### config.mk
export PLATFORM = sky130hd
export DESIGN_NAME = rv32i_decode_regfile
export DESIGN_NICKNAME = d
export VERILOG_FILES = /design/src/rtl/rv32i_decode_regfile.sv
export SDC_FILE = /design/constraint.sdc
export NUM_CORES = 2
export LEC_CHECK = 0
export CORE_ASPECT_RATIO = 2
export CORE_MARGIN = 2
export CORE_UTILIZATION = 40
export CTS_CLUSTER_DIAMETER = 120
export DETAILED_ROUTE_END_ITERATION = 7
export PLACE_DENSITY = 0.68
export SYNTH_ARGS = -nofsm -noshare
export SYNTH_HDL_FRONTEND = slang
export SYNTH_SLANG_ARGS = --single-unit
### constraint.sdc
create_clock -name clk -period 76.2 [get_ports clk]
set_input_delay 15.24 -clock clk [delete_from_list [all_inputs] [get_ports clk]]
set_output_delay 15.24 -clock clk [all_outputs]
set_load 0.03 [all_outputs]
### src/rtl/rv32i_decode_regfile.sv
// RV32I ID stage: combinational instruction decoder driving a 32x32 register file
// (one write port from writeback, two combinational read ports for rs1/rs2).
module rv32i_decode_regfile (
  input  logic        clk,
  input  logic        reset,
  input  logic        we_,
  input  logic [4:0]  wr_addr,
  input  logic [31:0] wr_data,
  input  logic [31:0] if_insn,
  input  logic [31:0] if_pc,
  output logic [4:0]  gpr_rd_addr_0,
  output logic [4:0]  gpr_rd_addr_1,
  output logic [31:0] gpr_rd_data_0,
  output logic [31:0] gpr_rd_data_1,
  output logic [4:0]  dst_addr,
  output logic        gpr_we_,
  output logic [3:0]  alu_op,
  output logic [31:0] alu_in_0,
  output logic [31:0] alu_in_1,
  output logic [31:0] br_addr,
  output logic        br_taken,
  output logic        br_flag,
  output logic [3:0]  mem_op,
  output logic [31:0] gpr_data,
  output logic [1:0]  ctrl_op,
  output logic [2:0]  exp_code
);

  typedef enum logic [6:0] {
    OPC_LOAD     = 7'b0000011,
    OPC_MISC_MEM = 7'b0001111,
    OPC_OP_IMM   = 7'b0010011,
    OPC_AUIPC    = 7'b0010111,
    OPC_STORE    = 7'b0100011,
    OPC_OP       = 7'b0110011,
    OPC_LUI      = 7'b0110111,
    OPC_BRANCH   = 7'b1100011,
    OPC_JALR     = 7'b1100111,
    OPC_JAL      = 7'b1101111,
    OPC_SYSTEM   = 7'b1110011
  } opcode_e;

  typedef enum logic [3:0] {
    ALU_NOP = 4'd0, ALU_ADD = 4'd1, ALU_SUB = 4'd2, ALU_SLT = 4'd3,
    ALU_SLTU = 4'd4, ALU_XOR = 4'd5, ALU_OR = 4'd6, ALU_AND = 4'd7,
    ALU_SLL = 4'd8, ALU_SRL = 4'd9, ALU_SRA = 4'd10
  } alu_e;

  typedef enum logic [3:0] {
    MEM_NOP = 4'd0, MEM_LB = 4'd1, MEM_LH = 4'd2, MEM_LW = 4'd3, MEM_LBU = 4'd4,
    MEM_LHU = 4'd5, MEM_SB = 4'd6, MEM_SH = 4'd7, MEM_SW = 4'd8
  } mem_e;

  typedef enum logic [1:0] {
    CTRL_NOP = 2'd0, CTRL_ECALL = 2'd1, CTRL_EBREAK = 2'd2, CTRL_FENCE = 2'd3
  } ctrl_e;

  typedef enum logic [2:0] {
    EXP_NONE = 3'd0, EXP_ILLEGAL = 3'd1, EXP_ECALL = 3'd2, EXP_EBREAK = 3'd3
  } exp_e;

  logic [31:0] regs [32];

  always_ff @(posedge clk or posedge reset) begin
    if (reset) begin
      for (int unsigned i = 0; i < 32; i++) regs[i] <= '0;
    end else if (!we_ && wr_addr != '0) begin
      regs[wr_addr] <= wr_data;
    end
  end

  logic [4:0]  rs1, rs2, rd;
  logic [2:0]  funct3;
  logic [6:0]  opcode;
  logic [31:0] rs1_data, rs2_data;
  logic [31:0] imm_i, imm_s, imm_b, imm_u, imm_j, shamt;

  assign opcode = if_insn[6:0];
  assign rd     = if_insn[11:7];
  assign funct3 = if_insn[14:12];
  assign rs1    = if_insn[19:15];
  assign rs2    = if_insn[24:20];

  assign gpr_rd_addr_0 = rs1;
  assign gpr_rd_addr_1 = rs2;
  assign rs1_data      = (rs1 == '0) ? '0 : regs[rs1];
  assign rs2_data      = (rs2 == '0) ? '0 : regs[rs2];
  assign gpr_rd_data_0 = rs1_data;
  assign gpr_rd_data_1 = rs2_data;

  assign imm_i = {{20{if_insn[31]}}, if_insn[31:20]};
  assign imm_s = {{20{if_insn[31]}}, if_insn[31:25], if_insn[11:7]};
  assign imm_b = {{19{if_insn[31]}}, if_insn[31], if_insn[7], if_insn[30:25], if_insn[11:8], 1'b0};
  assign imm_u = {if_insn[31:12], 12'b0};
  assign imm_j = {{11{if_insn[31]}}, if_insn[31], if_insn[19:12], if_insn[20], if_insn[30:21], 1'b0};
  assign shamt = {27'b0, if_insn[24:20]};

  function automatic alu_e base_op(input logic [2:0] f3);
    case (f3)
      3'b000:  return ALU_ADD;
      3'b001:  return ALU_SLL;
      3'b010:  return ALU_SLT;
      3'b011:  return ALU_SLTU;
      3'b100:  return ALU_XOR;
      3'b101:  return ALU_SRL;
      3'b110:  return ALU_OR;
      default: return ALU_AND;
    endcase
  endfunction

  logic br_cond, br_legal;

  always_comb begin
    dst_addr = '0;
    gpr_we_  = 1'b1;
    alu_op   = ALU_NOP;
    alu_in_0 = '0;
    alu_in_1 = '0;
    br_addr  = '0;
    br_taken = 1'b0;
    br_flag  = 1'b0;
    mem_op   = MEM_NOP;
    gpr_data = '0;
    ctrl_op  = CTRL_NOP;
    exp_code = EXP_NONE;
    br_cond  = 1'b0;
    br_legal = 1'b1;

    case (opcode)
      OPC_OP_IMM: begin
        dst_addr = rd;
        gpr_we_  = 1'b0;
        alu_op   = base_op(funct3);
        alu_in_0 = rs1_data;
        alu_in_1 = imm_i;
        if (funct3 == 3'b001 || funct3 == 3'b101) alu_in_1 = shamt;
        if (funct3 == 3'b101 && if_insn[30]) alu_op = ALU_SRA;
      end
      OPC_OP: begin
        dst_addr = rd;
        gpr_we_  = 1'b0;
        alu_op   = base_op(funct3);
        alu_in_0 = rs1_data;
        alu_in_1 = rs2_data;
        if (if_insn[30] && funct3 == 3'b000) alu_op = ALU_SUB;
        if (if_insn[30] && funct3 == 3'b101) alu_op = ALU_SRA;
      end
      OPC_LUI, OPC_AUIPC: begin
        dst_addr = rd;
        gpr_we_  = 1'b0;
        alu_op   = ALU_ADD;
        alu_in_0 = (opcode == OPC_AUIPC) ? if_pc : '0;
        alu_in_1 = imm_u;
      end
      OPC_JAL, OPC_JALR: begin
        if (opcode == OPC_JALR && funct3 != 3'b000) begin
          exp_code = EXP_ILLEGAL;
        end else begin
          dst_addr = rd;
          gpr_we_  = 1'b0;
          alu_op   = ALU_ADD;
          alu_in_0 = if_pc;
          alu_in_1 = 32'd4;
          br_taken = 1'b1;
          br_flag  = 1'b1;
          br_addr  = (opcode == OPC_JAL) ? (if_pc + imm_j)
                                         : ((rs1_data + imm_i) & ~32'd1);
        end
      end
      OPC_BRANCH: begin
        case (funct3)
          3'b000:  br_cond = (rs1_data == rs2_data);
          3'b001:  br_cond = (rs1_data != rs2_data);
          3'b100:  br_cond = ($signed(rs1_data) <  $signed(rs2_data));
          3'b101:  br_cond = ($signed(rs1_data) >= $signed(rs2_data));
          3'b110:  br_cond = (rs1_data <  rs2_data);
          3'b111:  br_cond = (rs1_data >= rs2_data);
          default: br_legal = 1'b0;
        endcase
        if (br_legal) begin
          br_addr  = if_pc + imm_b;
          br_flag  = 1'b1;
          br_taken = br_cond;
        end else begin
          exp_code = EXP_ILLEGAL;
        end
      end
      OPC_LOAD: begin
        case (funct3)
          3'b000, 3'b001, 3'b010, 3'b100, 3'b101: begin
            dst_addr = rd;
            gpr_we_  = 1'b0;
            alu_op   = ALU_ADD;
            alu_in_0 = rs1_data;
            alu_in_1 = imm_i;
            case (funct3)
              3'b000:  mem_op = MEM_LB;
              3'b001:  mem_op = MEM_LH;
              3'b010:  mem_op = MEM_LW;
              3'b100:  mem_op = MEM_LBU;
              default: mem_op = MEM_LHU;
            endcase
          end
          default: exp_code = EXP_ILLEGAL;
        endcase
      end
      OPC_STORE: begin
        case (funct3)
          3'b000, 3'b001, 3'b010: begin
            alu_op   = ALU_ADD;
            alu_in_0 = rs1_data;
            alu_in_1 = imm_s;
            gpr_data = rs2_data;
            mem_op   = (funct3 == 3'b000) ? MEM_SB : (funct3 == 3'b001) ? MEM_SH : MEM_SW;
          end
          default: exp_code = EXP_ILLEGAL;
        endcase
      end
      OPC_SYSTEM: begin
        // only the exact ECALL/EBREAK encodings are accepted; CSR forms are illegal
        if (funct3 == 3'b000 && rd == '0 && rs1 == '0 && if_insn[31:21] == '0) begin
          ctrl_op  = if_insn[20] ? CTRL_EBREAK : CTRL_ECALL;
          exp_code = if_insn[20] ? EXP_EBREAK : EXP_ECALL;
        end else begin
          exp_code = EXP_ILLEGAL;
        end
      end
      OPC_MISC_MEM: begin
        if (funct3 == 3'b000) ctrl_op  = CTRL_FENCE;
        else                  exp_code = EXP_ILLEGAL;
      end
      default: exp_code = EXP_ILLEGAL;
    endcase
  end

endmodule

==> results.rst <==
.. list-table::
   :header-rows: 1

   * - Metric
     - Value
   * - Outcome
     - complete, no violations
   * - Count of buffers added by post-CTS timing repair for setup
     - 0
   * - Hold violation count in the final report
     - 0
   * - Placed cell areas
     - between 60000 and 70000 um^2
   * - Average wire length per cell after detail routing
     - approximately 34 um
   * - Die outline area
     - around 160000 um^2
   * - Register clock-pin slew on the reported worst setup and hold paths
     - roughly 70 ps
   * - Slew of the pin with the lowest slew margin
     - ~1400 ps
   * - Largest register by flop count
     - regs
   * - Cell class contributing the biggest share of worst-path delay
     - buffers and inverters
   * - Post-synth top area cell
     - sky130_fd_sc_hd__dfrtp_1
   * - Most frequently used cell type in the post-synthesis netlist
     - sky130_fd_sc_hd__mux2_2
   * - Highest metal used
     - met5
   * - Fraction of power consumed by combinational cells
     - 0.296
   * - Number of flip-flops in the largest register
     - between 1000 and 1500
   * - DIE WIDTH
     - approximately 280 um
   * - CP dominant cell by count
     - sky130_fd_sc_hd__buf_4
   * - Skew final
     - 0 ps
   * - # setup viols final
     - 0
   * - Final routed DRC violation total
     - 0
   * - Worst vdd rail ir drop
     - roughly 0.000022 V
   * - EDFF count, synth
     - 0
   * - Proportion of synthesized chip area in sequential cells
     - 0.417
   * - Share of post-route cells with drive strength above 1
     - 0.419
   * - Relative contribution of the clock network to total power
     - 0.273
   * - Post-synthesis cell count
     - between 4000 and 5000
   * - Wire length of the first global-routing pass
     - around 320 mm
   * - Placed wire-length estimate after detailed placement
     - approximately 140 mm
   * - F_max
     - ~25 MHz
   * - Unique masters post-synth
     - 85
   * - Most used standard cells in the synthesized netlist
     - sky130_fd_sc_hd__mux2_2, sky130_fd_sc_hd__dfrtp_1, sky130_fd_sc_hd__mux4_2
   * - Core Area
     - 153000 um^2
   * - Critical-path cell list
     - buf_8 > buf_4 > buf_4 > buf_4 > mux4_2 > mux4_2 > nor2_1 > or3_1 > ha_1 > nand4_1 > nor3_1 > nand3_1 > or3_1 > nand2_1 > nor3_1 > mux2_2 > o31ai_1 > a21bo_2 > clkdlybuf4s50_1
   * - Vias in the first global route
     - 45100
   * - I/O pin count
     - roughly 330
   * - Antenna Violating Nets Remaining
     - 0
   * - Post-synthesis instance area
     - about 61000 um^2
   * - Final cell count without fillers
     - 6652
   * - Metal3 WL
     - 17.6 mm
   * - Maximum capacitance violations
     - 0
   * - Max FO, Critical Path
     - 70
   * - Maximum clock insertion buffer count
     - 3
   * - Number of nets in the finished design
     - between 4000 and 5000
   * - Async SR Flop Fraction
     - 1.00
   * - Fraction of synthesized cell area taken by the top area cell type
     - 0.417
   * - Count of filler cells inserted in the layout
     - between 10000 and 15000
   * - Average footprint of a synthesized cell
     - around 14 um^2
   * - Power share of the sequential group
     - 0.430
   * - Number of detailed-route iterations in the first pass
     - 7
   * - Buffering stage count on the worst path with inverters included
     - 5
   * - Count of cells resized by post-cts repair
     - 0
   * - Max-slew violation count
     - 0
   * - Utilization after layout
     - 0.453
   * - Ys Warns
     - 0
   * - Wl on met1
     - around 77 mm
   * - Number of antenna violations at the first check in global routing
     - 27
   * - Growth of design area from synthesis to finish
     - 12.6%
   * - Total routing resource utilization after global routing
     - 0.287
   * - Registers with the most flip-flops
     - regs (1024)
   * - Port-buffer cells
     - roughly 330
   * - Final period utilization
     - 0.516
   * - Vias per Instance
     - 6.47
   * - Kind of critical path
     - in -> out
   * - Worst stage delay on the critical path
     - 980 ps
   * - Initial core utilization
     - 0.402
   * - Kind of capture point of the worst setup path
     - output pin
   * - Pwr per Cell Area
     - roughly 24 nW/um^2
   * - Number of synthesized register bits
     - approximately 1000
   * - Unrepaired setup endpoints after global routing
     - no
   * - Total Routed Length
     - 224 mm
   * - Count of hold-fix buffers inserted at cts
     - 0
   * - Vert. Die Dim
     - about 560 um
   * - Maximum number of pins on one net before global-route repair
     - 114
   * - Min Hold Slack
     - approximately 400 ps
   * - Leak Pwr
     - between 20 and 30 nW
   * - CP required
     - approximately 61000 ps
   * - CTS tree
     - yes
   * - Number of rows created at floorplan
     - between 200 and 250
   * - H-tree depth reported by CTS
     - 3
   * - DRC marker count from the first detailed-route iteration
     - ~3700
   * - Final setup TNS
     - 0 ps
   * - Global placement routability congestion
     - ~1
   * - Clock latency at the later pin of the worst-skew pair
     - between 600 and 700 ps
   * - Launching element type of the critical path
     - primary input
   * - Max_slew headroom
     - 0.0496
   * - Finished layout cell area
     - around 69000 um^2
   * - Number of clock buffers inserted by TritonCTS
     - 85
   * - Final period demand of the worst path
     - 39310 ps
   * - Net Count, Synth
     - ~4700
   * - Biggest area contributors in the synthesized netlist
     - sky130_fd_sc_hd__dfrtp_1, sky130_fd_sc_hd__mux4_2, sky130_fd_sc_hd__mux2_2
   * - Kind of path behind the tightest hold check
     - reg -> reg
   * - Switching part of the total
     - 0.317
   * - Net switching power
     - 0.000533 W
   * - Remaining global-route overflow
     - 0
   * - Cell at the root of the clock tree
     - sky130_fd_sc_hd__clkbuf_16
   * - Internal power consumption
     - ~0.0011 W
   * - Instance count after placement with tap cells included
     - 6485
   * - Endpoint arrival time on the critical path
     - 24070 ps
   * - Clock Sinks
     - between 1000 and 1500
   * - Detail Route met2 WL
     - 111 mm
   * - Crit path max-delay cell type
     - sky130_fd_sc_hd__clkdlybuf4s50_1
   * - Detailed-route via count
     - around 43000
   * - Primary FF master, synth
     - sky130_fd_sc_hd__dfrtp_1
area by class of cell:
| type | instances | area, um^2 | share of cell area |
|---|---|---|---|
| timing repair buffer | 430 | 4100 | 0.0593 |
| inverter | 62 | 240 | 0.00348 |
| sequential | 1024 | 25600 | 0.371 |
| clock inverter | 40 | 420 | 0.00608 |
| antenna | 13 | 32.5 | 0.000471 |
| tap | 2050 | 2560 | 0.0371 |
| multi-input combinational | 2920 | 33700 | 0.488 |
| clock buffer | 113 | 2410 | 0.0349 |
path summary, 6_finish.rpt:
check	to	slack (ps)	depth (start not counted)	start
min reg2reg	regs[1012]	400	0	regs[1012]
min	regs[1012]	400	0	regs[1012]
max reg2reg	regs[777]	75390	1	regs[777]
max	br_taken	36890	19	if_insn[20]
min in group asynchronous	regs[591]	15090	2	reset
max in group asynchronous	regs[285]	57650	5	reset
cell families after synthesis:
group / after synthesis / share of synthesized area
other cells: 1 / 0.0000611
compound gates: 550 / 0.0611
fa+ha+maj: 108 / 0.0224
flops: 1024 / 0.417
xor+xnor: 59 / 0.00842
mux: 1715 / 0.416
simple gates: 487 / 0.0382
buf+inv: 524 / 0.0364
power by group through the flow:
stage	sequential, W	clock, W	combinational [W]
CTS	0.000720	0.000467	0.000493
finish	0.000723	0.000459	0.000498
global route	0.000735	0.000486	0.000527
floorplan	0.000705	0	0.000359
detailed placement	0.000731	0	0.000492
global placement	0.000721	0	0.000483
per-stage QoR:
| step | setup slack, ps | total power (W) |
|---|---|---|
| finish | 36890 | 0.00168 |
| global route | 36740 | 0.00175 |
| CTS | 37250 | 0.00168 |
| detailed placement | 37280 | 0.00122 |
| global placement | 37310 | 0.00120 |
| floorplan | 32140 | 0.00106 |
placed cells by master, fill, tap and decap left out, types with 60 or more instances in the layout:
cell type	n
sky130_fd_sc_hd__clkdlybuf4s50_1	314
sky130_fd_sc_hd__mux2i_1	123
sky130_fd_sc_hd__a21oi_1	133
sky130_fd_sc_hd__dfrtp_1	1024
sky130_fd_sc_hd__mux4_2	564
sky130_fd_sc_hd__clkbuf_16	86
sky130_fd_sc_hd__nor2_1	146
sky130_fd_sc_hd__o21ai_0	99
sky130_fd_sc_hd__inv_1	60
sky130_fd_sc_hd__ha_1	105
sky130_fd_sc_hd__mux2_2	1026
sky130_fd_sc_hd__nand2_1	100
sky130_fd_sc_hd__buf_4	105
metal layers:
| metal | global-route usage | vias up |
|---|---|---|
| met1 | 0.312 | 22900 |
| met2 | 0.484 | 2007 |
| met5 | 0 | - |
| met4 | 0.205 | 32 |
| met3 | 0.0740 | 774 |
| li1 | - | 17300 |
Note: power is estimated with default switching activity, not from simulation.
